<file path="src/rtl/gfx6_pkg.sv">
// gfx6_pkg: shared definitions for the 6-bit-colour graphic framebuffer.
// Holds the framebuffer geometry, the pixel bit-field positions and the
// packer state encoding so the writer, the renderer and their benches
// agree on one layout.
package gfx6_pkg;

    localparam int LINE_BYTES = 180;
    localparam int LINES      = 150;
    localparam int FB_BYTES   = LINE_BYTES * LINES;
    localparam int NUM_GROUPS = FB_BYTES / 3;
    localparam int ADDR_W     = 15;
    localparam int GRP_W      = 14;
    localparam int PIX_W      = 6;

    // Pixel colour fields inside a 6-bit pixel {R1,R0,G1,G0,B1,B0}
    localparam int R_MSB = 5;
    localparam int R_LSB = 4;
    localparam int G_MSB = 3;
    localparam int G_LSB = 2;
    localparam int B_MSB = 1;
    localparam int B_LSB = 0;

    typedef logic [PIX_W-1:0] pixel_t;

    typedef enum logic [0:0] {
        STREAM = 1'b0,
        FILL   = 1'b1
    } gfx6_state_t;

endpackage

</file>
<file path="src/rtl/gfx6_pack_byte.sv">
// gfx6_pack_byte: combinational byte former for the 4-pixels-in-3-bytes
// layout.
//   slot      : index of the incoming pixel within its group (1..3)
//   held      : the previous pixel of the group
//   pix       : the incoming pixel (forced to zero by the caller on flush)
//   pack_byte : the byte completed by that pixel
// Slot 0 completes no byte; the output is then zero.
module gfx6_pack_byte
    import gfx6_pkg::*;
(
    input  logic [1:0] slot,
    input  pixel_t     held,
    input  pixel_t     pix,
    output logic [7:0] pack_byte
);

    // Select which bits of the held and incoming pixels make up the byte
    always_comb begin
        pack_byte = 8'h00;
        case (slot)
            2'd1:    pack_byte = {held, pix[R_MSB:R_LSB]};
            2'd2:    pack_byte = {held[G_MSB:B_LSB], pix[R_MSB:G_LSB]};
            2'd3:    pack_byte = {held[B_MSB:B_LSB], pix};
            default: pack_byte = 8'h00;
        endcase
    end

endmodule

</file>
<file path="src/rtl/graphic_pixel_packer.sv">
// graphic_pixel_packer: host-side write stage of the graphic framebuffer.
// Packs a valid/ready stream of 6-bit pixels four-at-a-time into three VRAM
// bytes and offers a hardware fill-screen command.
//   clk, rst_n            : clock, asynchronous active-low reset
//   pix_valid/data/ready  : pixel stream handshake
//   set_addr, grp_addr    : load the write position (4-pixel group index)
//   flush                 : write out a partial group with zero padding
//   fill_start/fill_color : fill the whole framebuffer with one colour
//   busy                  : fill in progress
//   vram_we/waddr/wdata   : registered VRAM write port
module graphic_pixel_packer
    import gfx6_pkg::*;
(
    input  logic              clk,
    input  logic              rst_n,
    input  logic              pix_valid,
    input  logic [5:0]        pix_data,
    output logic              pix_ready,
    input  logic              set_addr,
    input  logic [13:0]       grp_addr,
    input  logic              flush,
    input  logic              fill_start,
    input  logic [5:0]        fill_color,
    output logic              busy,
    output logic              vram_we,
    output logic [ADDR_W-1:0] vram_waddr,
    output logic [7:0]        vram_wdata
);

    localparam logic [ADDR_W-1:0] LAST_PTR  = ADDR_W'(FB_BYTES - 3);
    localparam logic [GRP_W-1:0]  GRP_LIMIT = GRP_W'(NUM_GROUPS);

    gfx6_state_t       state_r, state_s;
    logic [ADDR_W-1:0] ptr_r, ptr_s;          // byte address 3g of the current group
    logic [1:0]        slot_r, slot_s;        // pixel index in group (fill: byte phase 1..3)
    pixel_t            held_r, held_s;        // previous pixel of the group
    pixel_t            fill_color_r, fill_color_s;
    logic              ready_en_r;
    logic              busy_r, busy_s;
    logic              vram_we_r, we_s;
    logic [ADDR_W-1:0] vram_waddr_r, waddr_s;
    logic [7:0]        vram_wdata_r, wdata_s;

    logic              pix_ready_s;
    logic [ADDR_W-1:0] wr_addr_s;
    logic [ADDR_W-1:0] ptr_adv_s;
    logic [ADDR_W-1:0] grp_ptr_s;
    pixel_t            pk_held_s;
    pixel_t            pk_pix_s;
    logic [7:0]        pk_byte_s;

    gfx6_pack_byte u_pack (
        .slot      (slot_r),
        .held      (pk_held_s),
        .pix       (pk_pix_s),
        .pack_byte (pk_byte_s)
    );

    // Byte address of the byte completed in this slot, next group pointer, loaded group pointer
    always_comb begin
        wr_addr_s = ptr_r;
        case (slot_r)
            2'd2:    wr_addr_s = ptr_r + ADDR_W'(1);
            2'd3:    wr_addr_s = ptr_r + ADDR_W'(2);
            default: wr_addr_s = ptr_r;
        endcase
        if (ptr_r == LAST_PTR) begin
            ptr_adv_s = '0;
        end else begin
            ptr_adv_s = ptr_r + ADDR_W'(3);
        end
        // 3*g as g + 2*g; out-of-range groups restart at the top of the frame
        if (grp_addr >= GRP_LIMIT) begin
            grp_ptr_s = '0;
        end else begin
            grp_ptr_s = {1'b0, grp_addr} + {grp_addr, 1'b0};
        end
    end

    // Pack-byte operands: fill uses the fill colour for both, flush pads with zero
    always_comb begin
        pk_held_s = held_r;
        pk_pix_s  = pix_data;
        if (state_r == FILL) begin
            pk_held_s = fill_color_r;
            pk_pix_s  = fill_color_r;
        end else if (flush) begin
            pk_pix_s  = '0;
        end else begin
            pk_pix_s  = pix_data;
        end
    end

    // Next-state, write-port and handshake logic
    always_comb begin
        state_s      = state_r;
        ptr_s        = ptr_r;
        slot_s       = slot_r;
        held_s       = held_r;
        fill_color_s = fill_color_r;
        we_s         = 1'b0;
        waddr_s      = vram_waddr_r;
        wdata_s      = vram_wdata_r;
        pix_ready_s  = ready_en_r && (state_r == STREAM) && !set_addr && !flush && !fill_start;

        case (state_r)
            STREAM: begin
                if (fill_start) begin
                    // Partial group is dropped; fill starts at byte 0, phase 1
                    state_s      = FILL;
                    fill_color_s = fill_color;
                    ptr_s        = '0;
                    slot_s       = 2'd1;
                    held_s       = '0;
                end else if (set_addr) begin
                    ptr_s  = grp_ptr_s;
                    slot_s = 2'd0;
                    held_s = '0;
                end else if (flush) begin
                    if (slot_r != 2'd0) begin
                        we_s    = 1'b1;
                        waddr_s = wr_addr_s;
                        wdata_s = pk_byte_s;
                        ptr_s   = ptr_adv_s;
                        slot_s  = 2'd0;
                        held_s  = '0;
                    end else begin
                        slot_s = slot_r;
                    end
                end else if (pix_valid && pix_ready_s) begin
                    held_s = pix_data;
                    if (slot_r == 2'd0) begin
                        slot_s = 2'd1;
                    end else begin
                        we_s    = 1'b1;
                        waddr_s = wr_addr_s;
                        wdata_s = pk_byte_s;
                        if (slot_r == 2'd3) begin
                            slot_s = 2'd0;
                            ptr_s  = ptr_adv_s;
                        end else begin
                            slot_s = slot_r + 2'd1;
                        end
                    end
                end else begin
                    slot_s = slot_r;
                end
            end
            FILL: begin
                we_s    = 1'b1;
                waddr_s = wr_addr_s;
                wdata_s = pk_byte_s;
                if (slot_r == 2'd3) begin
                    if (ptr_r == LAST_PTR) begin
                        state_s = STREAM;
                        ptr_s   = '0;
                        slot_s  = 2'd0;
                    end else begin
                        ptr_s   = ptr_r + ADDR_W'(3);
                        slot_s  = 2'd1;
                    end
                end else begin
                    slot_s = slot_r + 2'd1;
                end
            end
            default: begin
                state_s = STREAM;
                ptr_s   = '0;
                slot_s  = 2'd0;
                held_s  = '0;
            end
        endcase

        busy_s = (state_s == FILL);
    end

    // State, datapath and registered write-port update
    always_ff @(posedge clk or negedge rst_n) begin
        if (!rst_n) begin
            state_r      <= STREAM;
            ptr_r        <= '0;
            slot_r       <= 2'd0;
            held_r       <= '0;
            fill_color_r <= '0;
            ready_en_r   <= 1'b0;
            busy_r       <= 1'b0;
            vram_we_r    <= 1'b0;
            vram_waddr_r <= '0;
            vram_wdata_r <= 8'h00;
        end else begin
            state_r      <= state_s;
            ptr_r        <= ptr_s;
            slot_r       <= slot_s;
            held_r       <= held_s;
            fill_color_r <= fill_color_s;
            ready_en_r   <= 1'b1;
            busy_r       <= busy_s;
            vram_we_r    <= we_s;
            vram_waddr_r <= waddr_s;
            vram_wdata_r <= wdata_s;
        end
    end

    assign pix_ready  = pix_ready_s;
    assign busy       = busy_r;
    assign vram_we    = vram_we_r;
    assign vram_waddr = vram_waddr_r;
    assign vram_wdata = vram_wdata_r;

endmodule
</file>
<file path="config.mk">
export PLATFORM = sky130hd
export DESIGN_NAME = graphic_pixel_packer
export DESIGN_NICKNAME = d
export VERILOG_FILES = /design/src/rtl/gfx6_pkg.sv /design/src/rtl/gfx6_pack_byte.sv /design/src/rtl/graphic_pixel_packer.sv
export SDC_FILE = /design/constraint.sdc
export NUM_CORES = 1
export LEC_CHECK = 0
export BUFFER_PORTS_ARGS = -buffer_cell sky130_fd_sc_hd__buf_2
export CAP_MARGIN = 30
export CORE_UTILIZATION = 50
export DETAILED_ROUTE_END_ITERATION = 7
export GPL_ROUTABILITY_DRIVEN = 0
export HOLD_SLACK_MARGIN = 0.08
export PLACE_DENSITY = 0.7
export RECOVER_POWER = 50
export SLEW_MARGIN = 25
export SYNTH_ARGS = -nofsm -noshare
export SYNTH_HDL_FRONTEND = slang
export SYNTH_HIERARCHICAL = 1
export SYNTH_SLANG_ARGS = --single-unit
export TNS_END_PERCENT = 20
</file>
<file path="constraint.sdc">
create_clock -name clk -period 2.5 [get_ports clk]
set_input_delay 0.5 -clock clk [delete_from_list [all_inputs] [get_ports clk]]
set_output_delay 0.5 -clock clk [all_outputs]
set_load 0.05 [all_outputs]
</file>
# Word level (Yosys, flattened, before mapping)
# Cells that the tools add are included.
op_classes:
  addsub: 5
  magnitude_cmp: 1
  eq_ne: 13
  n_mux: 55
  bitwise: 1
  n_reduce_logical: 16
op_table:
  columns: ["operator", "n"]
  rows:
  - ["$mux 15", 15]
  - ["$pmux 15 s2", 3]
  - ["$mux 6", 8]
  - ["$mux 8", 6]
  - ["$add 15x2->15 const B", 2]
  - ["$pmux 8 s3", 1]
  - ["$mux 2", 8]
  - ["$pmux 8 s2", 1]
  - ["$add 14x15->15", 1]
  - ["$add 15x1->15 const B", 1]
  - ["$eq 15x15->1 const B", 1]
  - ["$ge 14x14->1 const B", 1]
  - ["$mux 1", 10]
  - ["$ne 5x4->1 const B", 2]
  - ["$ne 3x2->1 const B", 2]
  - ["$reduce_and 3->1", 2]
  - ["$logic_and 1x1->1", 5]
  - ["$ne 5x5->1 const B", 1]
  - ["$reduce_and 5->1", 1]
  - ["$eq 2x2->1 const B", 2]
  - ["$ne 2x2->1 const B", 2]
  - ["$ne 4x2->1 const B", 1]
  - ["$pmux 1 s2", 2]
  - ["$pmux 2 s2", 1]
  - ["other kinds (9)", 12]
word_totals:
  reg_bits: 55
  output_inout_bits: 26

# Longest topological paths before layout
logic_depth:
  ltp_word: 11
  depth_mapped: 9
  ltp_nobuf: 9

# Hierarchy
# Netlist, hierarchy kept.
by_module_without_submodules:
  columns: ["mod", "instances", "cells_each", "area_each_um2", "seq_area_each_um2"]
  rows:
  - ["graphic_pixel_packer", 1, 557, 4702.0, 1376.3]
  - ["gfx6_pack_byte", 1, 25, 188.9, 0.0]

# Least setup slack after synthesis
# Ideal clock, no wire load.
synth_timing:
  path_kind: "register to register"
  start: "register busy (netlist name)"
  end: "register vram_wdata_r[6], in the netlist vram_wdata[6]"
  t_arrival_ns: 2.321
  t_required_ns: 2.375
  slack_ns: 0.055
  stages_incl_launch_ff: 7
  path_buffers: 2
  cell_sequence: "dfrtp_1 clkbuf_1 buf_2 mux2_2 mux2_4 a22o_1 mux2_2"
synth_rtl:
  columns: ["element", "line", "rtl"]
  rows:
  - ["end signal, assigned", "graphic_pixel_packer.sv:200", "vram_wdata_r <= wdata_s;"]
  - ["end, declared", "graphic_pixel_packer.sv:42", "logic [7:0] vram_wdata_r, wdata_s;"]

==> results.tsv <==
metric	value	unit
complex-gate fraction of the synthesized area	0.275	
DRC Markers	0	
clock network latency to the later pin of the worst-skew pair	0.33	ns
peak supply drop	0.524	mV
Max Fclk	428	MHz
Synth cell types	81	
detailed placement HPWL	10500	um
slowest stage delay, CP	0.64	ns
die height	101	um
first-pass GRT wire length	21800	um
fillcell total	877	
ratio of cells with drive above 1 in the final layout	0.210	
core footprint	0.00937	mm2
MaxCap Viol Count	0	
die area	0.0102	mm2
critical path, cell by cell	nor2_2 > and3_1 > buf_2	
final net count	719	
Final Hold Fails	0	
Avg Cell Area, Syn	8.40	um2
reg2reg setup slack	0.17	ns
CP Max Fanout	20	
syn_nets	644	
Via-to-Cell Ratio	6.21	
Seq/Total Area, Yosys	0.281	
CTS buffer count	5	
WS Path Type	reg2out	
Clock transition at path regs	0.12	ns
GRT Total Usage	0.270	
CTS tree	done	
Slew HR	0.235	
outcome	complete, no violations	
Synth Warn #	6	
die width	101	um
Slew Viols, Final	0	
Flop pwr share	0.280	
P_int	2.53	mW
Data arrival, critical path	1.84	ns
Port Buffers	57	
Detail Route Antenna Nets	0	
vias in the first global route	4413	
pre-CTS WS	-0.117	ns
Post-synth EDFFs	0	
Final Cycle Share	0.935	
# setup viols final	0	
Pwr Total	5.09	mW
Max Root-Sink Buffers	2	
largest family of logic cells by synthesized area	compound AO/OA/AOI/OAI gates	
CP max stage cell	dfrtp_1	
XOR/XNOR share of the synthesized area	0.0412	
H-tree depth	2	
sw power	2.57	mW
via count	4888	
Worst Path Required	2.00	ns
Seq cells post-synth	55	
fin worst setup slack	0.162	ns
clock sinks	55	
DR WL/cell	17.3	um
mux cell area share after synthesis	0.0762	
CP Buf/Inv Count	1	
Hold WS	0.360	ns
Main synth FF type	dfrtp_1	
Startpoint Class	flip-flop	
Sw Share	0.504	
minimum clock period	2.34	ns
DRT Pass-1 Iters	5	
post-synthesis simple-gate area fraction	0.195	
R2R cell count	9	
class of the worst hold path	in2async	
largest net degree at the start of global routing	40	
DRT iter0 DRCs	457	
root buffer cell	clkbuf_8	
CTS Hold Bufs	0	
Starting Density	0.522	
Clock Power Share	0.124	
Combinational Power Share	0.595	
worst r2r src	ptr_r[0]$_DFFE_PN0P_	
P&R area growth vs syn	15.3	%
Lkg Pwr	2.49	nW
worst r2r dst	ptr_r[1]$_DFFE_PN0P_	
RSZ-0062 raised after global routing	no	
critical path's top delay family	flip-flops	
async set-or-reset flop fraction in the synthesized netlist	1.00	
Post-Syn Area	0.00489	mm2
post-synthesis adder-cell area fraction	0.0783	
Total Wirelength	13600	um
PwrDens	903	mW/mm2
I/O pin total	58	
initial antenna violation count	0	
grt ovf	0	
Cells after Synth	582	
Worst Skew	0.0161	ns
Worst-Margin Slew	1.15	ns
Antenna diodes	0	
Std-Cell Rows	35	
Critical Path End Type	primary output	
## per-layer routing
layer	vias to the layer above	wire length, um	track usage	part of all wire
met3	26	935	0.0354	0.069
met2	231	6300	0.443	0.46
met1	2314	6130	0.375	0.45
li1	2317	-	-	-
met4	0	276	0.0713	0.020
met5	-	0	0	0
## how the worst max path moves through the flow
stage                         startpoint                        end  slack [ns]  depth (start not counted)
after global routing      busy$_DFF_PN0_                  pix_ready        0.06                          3
after detailed placement     grp_addr[1]      ptr_r[13]$_DFFE_PN0P_       -0.12                         10
after CTS                 busy$_DFF_PN0_                  pix_ready        0.05                          3
final                     busy$_DFF_PN0_                  pix_ready        0.16                          3
after floorplan           busy$_DFF_PN0_  vram_wdata[6]$_DFFE_PN0P_        0.05                          6
after global placement       grp_addr[1]      ptr_r[13]$_DFFE_PN0P_       -0.03                         10
## state kept, by name (all words and copies together) (netlist names), 2 cells and up
name	count
ptr_r	15
vram_waddr	15
held_r	6
slot_r	2
vram_wdata	8
fill_color_r	6
## worst reg2reg max path, delay by kind of cell, from the launching register on
| family | cells | cell delay, ns |
|---|---|---|
| AO/OA/AOI/OAI | 3 | 0.74 |
| adder cells (fa/ha/maj) | 1 | 0.20 |
| buffers and inverters | 2 | 0.41 |
| flip-flops | 1 | 0.36 |
| AND/OR/NAND/NOR | 3 | 0.50 |
## per-stage QoR
| stage | cell area (um2) | instances | utilization | setup TNS (ns) |
|---|---|---|---|---|
| 2_1_floorplan | 4890 | 582 | - | 0 |
| 3_3_place_gp | 5550 | 779 | 0.592 | -0.0303 |
| 3_5_place_dp | 5550 | 779 | 0.592 | -0.175 |
| 4_1_cts | 5660 | 787 | 0.604 | 0 |
| 5_1_grt | 5640 | 787 | 0.602 | 0 |
| 6_report | 5640 | 787 | 0.602 | 0 |
## logic make-up (layout without fill, tap and decap cells)
group | count (synthesis) | after routing
mux | 34 | 34
compound gates | 197 | 197
buf+inv | 58 | 134
fa+ha+maj | 30 | 30
simple gates | 184 | 184
xor+xnor | 23 | 23
other cells | 1 | 1
flops | 55 | 55
## power by group through the flow
stage | Clock, mW | Sequential, mW | Combinational [mW]
2_1_floorplan | 0 | 1.90 | 1.68
3_3_place_gp | 0 | 1.42 | 2.94
3_5_place_dp | 0 | 1.44 | 2.99
4_1_cts | 0.645 | 1.42 | 3.01
5_1_grt | 0.672 | 1.46 | 3.26
6_report | 0.632 | 1.43 | 3.03
## area by class of cell
| type | instances | area (um2) | area share |
|---|---|---|---|
| Tap cell | 129 | 161 | 0.0286 |
| Sequential cell | 55 | 1380 | 0.244 |
| Timing Repair Buffer | 105 | 647 | 0.115 |
| Inverter | 21 | 78.8 | 0.0140 |
| Multi-Input combinational cell | 469 | 3260 | 0.578 |
| Clock inverter | 3 | 46.3 | 0.00821 |
| Clock buffer | 5 | 68.8 | 0.0122 |
## cell usage after synthesis (all sizes together), types with 4 or more instances
library cell	instances	area, um2
mux2i	11	110
o31a	4	35.0
a211oi	8	65.1
a22oi	5	37.5
nor2	52	200
nand4	6	52.6
a22o	15	131
and3	5	31.3
o21a	5	37.5
clkbuf	24	91.3
o221ai	4	35.0
or2	4	25.0
ha	29	363
o211ai	11	82.6
buf	13	85.1
mux2	23	263
xor2	13	114
nand2b	7	43.8
dfrtp	55	1380
inv	20	75.1
nand2	45	171
a21oi	43	215
a21o	8	60.1
a31oi	17	106
xnor2	10	87.6
o21ai	40	200
nand3	16	80.1
nor3	16	80.1
nor2b	6	37.5
nor4	5	46.3
## placed cells by master (no fill, tap or decap), types with 4 or more instances in the layout
cell type / netlist / final
and3_1: 5 / 5
a211oi_1: 7 / 7
nand3_1: 16 / 16
o21a_1: 5 / 5
a22o_1: 15 / 15
ha_1: 29 / 29
nand2_1: 44 / 44
nor4_1: 4 / 4
nor2_1: 50 / 49
nor2b_1: 6 / 6
buf_2: 8 / 44
clkbuf_8: 0 / 5
o21ai_1: 6 / 6
o211ai_1: 11 / 11
nor3_1: 16 / 16
buf_4: 1 / 44
o31a_1: 4 / 4
xor2_1: 13 / 13
inv_1: 20 / 20
a21o_1: 8 / 8
a21oi_1: 43 / 43
a31oi_1: 17 / 17
nand2b_1: 7 / 7
dfrtp_1: 55 / 55
mux2i_1: 11 / 11
nand4_1: 5 / 5
o21ai_0: 34 / 34
clkbuf_1: 23 / 15
a22oi_1: 5 / 5
mux2_2: 22 / 22
xnor2_1: 10 / 10
o221ai_1: 4 / 4
## repair_timing
item | in CTS | in global routing
endpoints found under the setup margin | 0 | 1
gates resized for setup | 0 | 1
setup buffers | 0 | 0
No activity file was read; power rests on OpenSTA's default activity.
